<file path="config.mk">
export PLATFORM = sky130hd
export DESIGN_NAME = divider32
export DESIGN_NICKNAME = d
export VERILOG_FILES = /design/src/rtl/div_pkg.sv /design/src/rtl/subtractor33.sv /design/src/rtl/divider32.sv
export SDC_FILE = /design/constraint.sdc
export NUM_CORES = 1
export LEC_CHECK = 0
export ABC_AREA = 1
export CORE_ASPECT_RATIO = 0.8
export CORE_MARGIN = 5
export CORE_UTILIZATION = 32
export CTS_BUF_LIST = sky130_fd_sc_hd__clkbuf_8 sky130_fd_sc_hd__clkbuf_16
export CTS_CLUSTER_SIZE = 16
export DETAILED_ROUTE_END_ITERATION = 6
export GPL_TIMING_DRIVEN = 0
export HOLD_SLACK_MARGIN = 0.12
export PLACE_DENSITY_LB_ADDON = 0.12
export SETUP_SLACK_MARGIN = 0.05
export SKIP_CTS_REPAIR_TIMING = 1
export SYNTH_ARGS = -nofsm -noshare
export SYNTH_HDL_FRONTEND = slang
export SYNTH_SLANG_ARGS = --single-unit
</file>
<file path="constraint.sdc">
create_clock -name clk -period 2.1 [get_ports clk]
set_input_delay 0.42 -clock clk [delete_from_list [all_inputs] [get_ports clk]]
set_output_delay 0.42 -clock clk [all_outputs]
set_load 0.005 [all_outputs]
</file>
<file path="src/rtl/div_pkg.sv">
// Shared types and constants for the iterative 32-bit divider.
package div_pkg;

   typedef enum logic [1:0] {
      DIV  = 2'd0,
      DIVU = 2'd1,
      REM  = 2'd2,
      REMU = 2'd3
   } div_op_t;

   typedef enum logic [1:0] {
      IDLE = 2'd0,
      RUN  = 2'd1,
      FIX  = 2'd2,
      DONE = 2'd3
   } div_state_t;

   localparam int          DIV_ITERATIONS = 32;
   localparam logic [4:0]  LAST_ITER      = 5'(DIV_ITERATIONS - 1);
   localparam logic [31:0] INT_MIN        = 32'h8000_0000;

endpackage

</file>
<file path="src/rtl/subtractor33.sv">
// 33-bit combinational subtract with borrow, the trial step of restoring division.
module subtractor33 (
   input  logic [32:0] a,
   input  logic [32:0] b,
   output logic [32:0] diff,
   output logic        borrow_out
);

   assign {borrow_out, diff} = {1'b0, a} - {1'b0, b};

endmodule

</file>
<file path="src/rtl/divider32.sv">
// Iterative restoring divider for DIV/DIVU/REM/REMU: 32 RUN cycles, one FIX
// cycle for sign correction, and a one-cycle DONE pulse.
module divider32
   import div_pkg::*;
(
   input  logic        clk,
   input  logic        reset,
   input  logic        start,
   input  logic [1:0]  op,
   input  logic [31:0] dividend,
   input  logic [31:0] divisor,
   output logic        busy,
   output logic        done,
   output logic [31:0] result
);

   div_state_t  state, nxt;
   div_op_t     op_in, op_q;
   logic [4:0]  cnt;
   logic [32:0] rem_q;
   logic [31:0] quo_q, dsr_q;
   logic        neg_q, neg_r;

   logic        is_signed, div_zero, overflow, special, accept;
   logic [31:0] a_abs, b_abs, spec_q, spec_r, quo_fix, rem_fix;
   logic [32:0] r_shift, sub_diff;
   logic        sub_borrow;
   logic        rem_unused;

   assign op_in     = div_op_t'(op);
   assign is_signed = (op_in == DIV) || (op_in == REM);
   assign div_zero  = (divisor == 32'd0);
   assign overflow  = is_signed && (dividend == INT_MIN) && (divisor == 32'hFFFF_FFFF);
   assign special   = div_zero || overflow;
   assign accept    = (state == IDLE) && start;

   assign a_abs = (is_signed && dividend[31]) ? ~dividend + 32'd1 : dividend;
   assign b_abs = (is_signed && divisor[31])  ? ~divisor + 32'd1  : divisor;

   // Divide-by-zero takes precedence; otherwise this is the INT_MIN / -1 case.
   assign spec_q = div_zero ? 32'hFFFF_FFFF : INT_MIN;
   assign spec_r = div_zero ? dividend : 32'd0;

   assign r_shift    = {rem_q[31:0], quo_q[31]};
   assign rem_unused = rem_q[32];

   subtractor33 u_sub (
      .a          (r_shift),
      .b          ({1'b0, dsr_q}),
      .diff       (sub_diff),
      .borrow_out (sub_borrow)
   );

   assign quo_fix = neg_q ? ~quo_q + 32'd1 : quo_q;
   assign rem_fix = neg_r ? ~rem_q[31:0] + 32'd1 : rem_q[31:0];

   always_ff @(posedge clk) begin
      if (reset) state <= IDLE;
      else       state <= nxt;
   end

   always_comb begin
      nxt = state;
      case (state)
         IDLE:    if (start) nxt = special ? DONE : RUN;
         RUN:     if (cnt == LAST_ITER) nxt = FIX;
         FIX:     nxt = DONE;
         DONE:    nxt = IDLE;
         default: nxt = IDLE;
      endcase
   end

   always_ff @(posedge clk) begin
      if (reset) begin
         op_q   <= DIV;
         cnt    <= '0;
         rem_q  <= '0;
         quo_q  <= '0;
         dsr_q  <= '0;
         neg_q  <= 1'b0;
         neg_r  <= 1'b0;
         result <= '0;
      end else if (accept) begin
         op_q  <= op_in;
         cnt   <= '0;
         rem_q <= '0;
         quo_q <= a_abs;
         dsr_q <= b_abs;
         neg_q <= is_signed && (dividend[31] ^ divisor[31]);
         neg_r <= is_signed && dividend[31];
         if (special) result <= op_in[1] ? spec_r : spec_q;
      end else if (state == RUN) begin
         cnt <= cnt + 5'd1;
         if (!sub_borrow) begin
            rem_q <= sub_diff;
            quo_q <= {quo_q[30:0], 1'b1};
         end else begin
            rem_q <= r_shift;
            quo_q <= {quo_q[30:0], 1'b0};
         end
      end else if (state == FIX) begin
         result <= (op_q == REM || op_q == REMU) ? rem_fix : quo_fix;
      end
   end

   assign busy = (state != IDLE);
   assign done = (state == DONE);

endmodule
</file>
Word level (Yosys, flattened, before mapping)
Index checks and enable logic that the tools add are counted.
{ "word_totals": {"input_bits": 69, "wordCells": 71, "reg_bits": 139} }
{ "classes": {"n_mux": 20, "n_eq_ne": 13, "bitwise_logic": 5, "add_sub_neg": 6, "reduce_logical": 18} }
{ "ops": {"columns": ["op", "count"], "rows": [
  ["$mux 32", 14],
  ["$add 32x1->32 const B", 4],
  ["$not 32->32", 4],
  ["$eq 32x32->1 const B", 2],
  ["$sub 33x32->34", 1],
  ["$logic_not 32->1", 1],
  ["$mux 31", 1],
  ["$eq 2x2->1 const B", 5],
  ["$ne 2x2->1 const B", 4],
  ["$pmux 2 s4", 1],
  ["$logic_and 1x1->1", 6],
  ["$mux 2", 3],
  ["$reduce_bool 2->1", 3],
  ["$add 5x1->5 const B", 1],
  ["$eq 5x5->1 const B", 1],
  ["$logic_not 2->1", 2],
  ["$logic_or 1x1->1", 3],
  ["$reduce_and 3->1", 1],
  ["$eq 2x1->1 const B", 1],
  ["$reduce_and 2->1", 1],
  ["$reduce_or 2->1", 1],
  ["$mux 1", 1],
  ["$xor 1x1->1", 1]
]} }

Logic depth before layout (Yosys ltp)
{ "logic_depth": {"depth_word": 8, "ltp_mapped": 17} }

Hierarchy
From an unflattened synthesis, not the netlist that was laid out.
{ "hier_totals": {"hier_cells": 2332, "area_unflattened_um2": 12884.9} }
{ "by_module_without_submodules": {"columns": ["module", "instances", "area_each_um2", "cells_each"], "rows": [
  ["divider32", 1, 10232.3, 1755],
  ["subtractor33", 1, 2652.5, 577]
]} }

Worst setup path before layout
No wires, ideal clock.
{ "synth_path": {"kind": "register to register", "start": "register quo_q[31]", "end": "register rem_q[16]", "arrival_ns": 1.877, "n_path_buf": 0, "setup_time_ns": 0.128, "synth_period_minus_slack_ns": 2.005, "stages_incl_launch_ff": 17, "slack_ns": 0.095, "path_cell_list": "dfxtp_1 > inv_1 > ha_1 > inv_1 > fa_1 > nand3_1 > nand3_1 > nand2_1 > nand2_1 > a21oi_1 > nand2_1 > nand2_1 > nor2_1 > nand2_1 > nand2_1 > nor2_1 > nor2_1"} }
{ "synth_via": {"elab_chain_len": 2} }
{ "synth_lines": {"columns": ["item", "line_no", "source"], "rows": [
  ["start, declared", "divider32.sv:21", "logic [31:0] quo_q, dsr_q;"],
  ["start signal, assigned", "divider32.sv:87", "quo_q <= a_abs;"],
  ["start signal, assigned", "divider32.sv:96", "quo_q <= {quo_q[30:0], 1'b1};"],
  ["start signal, assigned", "divider32.sv:99", "quo_q <= {quo_q[30:0], 1'b0};"],
  ["$sub 33x32->34", "subtractor33.sv:9", "assign {borrow_out, diff} = {1'b0, a} - {1'b0, b};"],
  ["$mux 32", "divider32.sv:94", "if (!sub_borrow) begin"],
  ["end signal, assigned", "divider32.sv:95", "rem_q <= sub_diff;"],
  ["end signal, assigned", "divider32.sv:98", "rem_q <= r_shift;"],
  ["end, declared", "divider32.sv:20", "logic [32:0] rem_q;"]
]} }
Every way passes these cells.
A chain may end at the register's enable or synchronous reset.

Worst setup path after layout
{ "layout_path": {"start": "register quo_q[31]", "end": "register rem_q[18]"} }
The elaborated chain is that of the path after synthesis.

==> results.toml <==
[worst_hold_path]
hp-class = "input port to flop"

[detailed_routing]
wire_per_inst_um = 19.78
vias = 15650
drt_iter0_markers = 1475
drtPass1Iterations = 6
drc = 0
wirelength_um = 58500
via_per_inst = 5.292
ant_nets = 0

[clocking]
cts-root-buf = "clkbuf_16"
path_clk_slew_ns = 0.07
cts.sinks = 138
cts_buffers = 17
insertion_delay_ns = 0.46
tritoncts = "done"
ctsHtreeMaxLevel = 4
cts_buffer_depth = 2

[power_and_ir_drop]
power_mw = 27.28
p_switching_mw = 14.57
seqPwrFrac = 0.153
p_leak_nw = 8.434
ir_worst_vdd_v = 0.0006967
power_frac_comb = 0.723
clockPowerShare = 0.124
internal_power_mw = 12.71
power.density_mw_per_mm2 = 1542
power_switching_share = 0.5342

[sta]
finalSetupViolations = 11
period_minus_slack_ns = 2.217
final.setup.tns_ns = -0.7494
fmax_ghz = 0.4511
hold_viol = 0
clock_skew_ns = 0.01300
fin_crit_sh = 1.056
relSlewSlack = 0.5160
tightest_slew_ns = 0.7259
rsz0062_at_grt = "true"
worst_slack_ns = -0.1167
finalMaxSlewViolations = 0

[synthesis]
synth_ff_type = "dfxtp_1"
yosys_warnings = 0
yosysMostFrequentCell = "nand2_1"
synth_edf_count = 0
synth_common_cells = "nand2_1 (689), inv_1 (274), nor2_1 (269)"
synthesis.nets = 2358
synthArstFlopShare = 0
yosysTopAreaCell = "dfxtp_1"
synth_area_leaders = "dfxtp_1 (22%), nand2_1 (21%), nand3_1 (9.9%)"
synth_top_area_frac = 0.2206
synth-seq-cells = 138
post_synth.cell_area_avg_um2 = 5.581
ys_types = 49
ys_seq_area_frac = 0.2206
synthCells = 2244
syn_area_mm2 = 0.01252

[grt]
grt_pass1_wl_um = 84300
grt.total_usage = 0.2526
grt_pass1_vias = 14040
grt_antenna_before_repair = 1
grt_max_degree = 17
grt-ovfl-total = 0

[outcome]
outcome = "complete, but fails checks"
violations = "negative setup slack"

[final_layout]
syn2layout_area_growth_pct = 41.28
drive_gt1_frac = 0.2332
fin_util = 0.4603
nets = 2563
nFillCells = 4079

[worst_setup_path]
cp_max_fo = 4
crit_chain = "inv_6 > ha_4 > inv_4 > fa_2 > buf_6 > nand3_2 > nand3b_1 > nand2_1 > nand2_1 > nand2_1 > nand2_2 > nand2_2 > nand3_2 > a21oi_2"
cpPeakStageDelay_ns = 0.43
crit_path_top_delay_cell = "fa_2"
endpoint_kind = "flop"
critPathKind = "flop to flop"
startpoint_type = "flop"
cp.required_ns = 2.49
timing.critical_path.mode_cell = "nand2_1"
cp.arrival_ns = 2.61

[floorplanning]
die_height_um = 186.9
initial_core_util = 0.3258
rows = 64
fp.dieArea_mm2 = 0.04322
fp.dieW_um = 231.2
io-pin-count = 103
coreArea_mm2 = 0.03844

[placement]
post-place-ws_ns = -1.157
dp_hpwl_um = 46110
place_congestion = 0.9620
port_buffers = 102

[run]
drv_cap = 0
==> critical path, delay by kind of cell (launching register included) <==
| family | cells | cell delay (ns) |
|---|---|---|
| simple gates | 8 | 0.79 |
| flops | 1 | 0.38 |
| buf+inv | 3 | 0.27 |
| fa+ha+maj | 2 | 0.57 |
| compound gates | 1 | 0.14 |
==> sequential cells by signal (all words and copies together) (netlist names) <==
signal	flops
neg_q	1
rem_q	32
neg_r	1
state	2
cnt	5
quo_q	32
result	32
op_q	1
dsr_q	32
==> layout by cell type (no fill, tap or decap), types with 10 or more instances in the layout <==
cell	netlist	final
a21oi_1	135	115
a21oi_2	3	18
buf_2	12	10
buf_4	2	75
buf_6	3	10
clkbuf_1	53	17
clkbuf_16	0	21
clkbuf_2	0	27
clkdlybuf4s50_1	0	39
dfxtp_1	138	96
dfxtp_2	0	31
dfxtp_4	0	11
dlymetal6s2s_1	0	63
ha_4	0	34
inv_1	274	219
inv_2	5	51
nand2_1	689	612
nand2_2	4	56
nand2_4	1	23
nand3_1	247	196
nand3_2	4	38
nand3_4	0	18
nand3b_1	10	10
nand4_1	29	29
nor2_1	269	208
nor2_2	5	41
nor2_4	3	29
nor3_1	26	23
o211ai_1	10	10
o21ai_0	148	128
o21ai_1	7	21
o22ai_1	20	20
xnor2_1	11	11
xor2_1	35	35
==> cells by family after synthesis <==
family / count (synthesis) / synth area share
and+or+nand+nor: 1315 / 0.4459
buffers and inverters: 361 / 0.1122
AOI/OAI and AO/OA: 339 / 0.1436
xor gates and xnor gates: 46 / 0.03217
DFF: 138 / 0.2206
adders and majority gates: 45 / 0.04556
==> path summary, 6_finish.rpt <==
path	startpoint	to	slack (ns)	cells after the start
max	quo_q[31]	rem_q[18]	-0.12	14
min	divisor[1]	dsr_q[1]	0.33	3
max reg2reg	quo_q[31]	rem_q[18]	-0.12	14
min reg2reg	result[28]	result[28]	0.45	2
==> layout make-up <==
type	count	area (um^2)	share of cell area
flip-flops and latches	138	2843	0.1607
inverters	282	1106	0.06251
plain buffers	78	505.5	0.02857
clock inverters	14	209.0	0.01181
repair buffers	185	1918	0.1084
clock buffers	17	425.4	0.02404
diodes	1	2.502	0.0001414
well taps	495	619.3	0.03500
multi-input cells	1747	10060	0.5688
==> per-layer routing <==
metal,track usage,share of wire,vias up
met5,0,0,-
met4,0.05644,0.013,0
met3,0.06723,0.096,50
met2,0.3419,0.40,656
met1,0.3930,0.49,7273
li1,-,-,7669
==> metrics by stage <==
| step | hold slack (ns) | area (um^2) | std cells |
|---|---|---|---|
| 6_report | 0.3275 | 17690 | 2957 |
| 4_1_cts | 0.4628 | 14800 | 2872 |
| 2_1_floorplan | 0.4260 | 12520 | 2244 |
| 5_1_grt | 0.3331 | 17690 | 2957 |
| 3_5_place_dp | 0.4535 | 14160 | 2841 |
| 3_3_place_gp | 0.4451 | 14160 | 2841 |
==> power by group through the flow <==
stage | Combinational, mW | Sequential [mW] | Clock [mW]
after floorplan | 9.36 | 3.83 | 0
after global placement | 14.0 | 4.03 | 0
after detailed placement | 14.1 | 4.04 | 0
after CTS | 14.2 | 3.99 | 3.43
after global routing | 21.3 | 4.25 | 3.56
final | 19.7 | 4.16 | 3.38
Note: power is estimated with default switching activity, not from simulation.
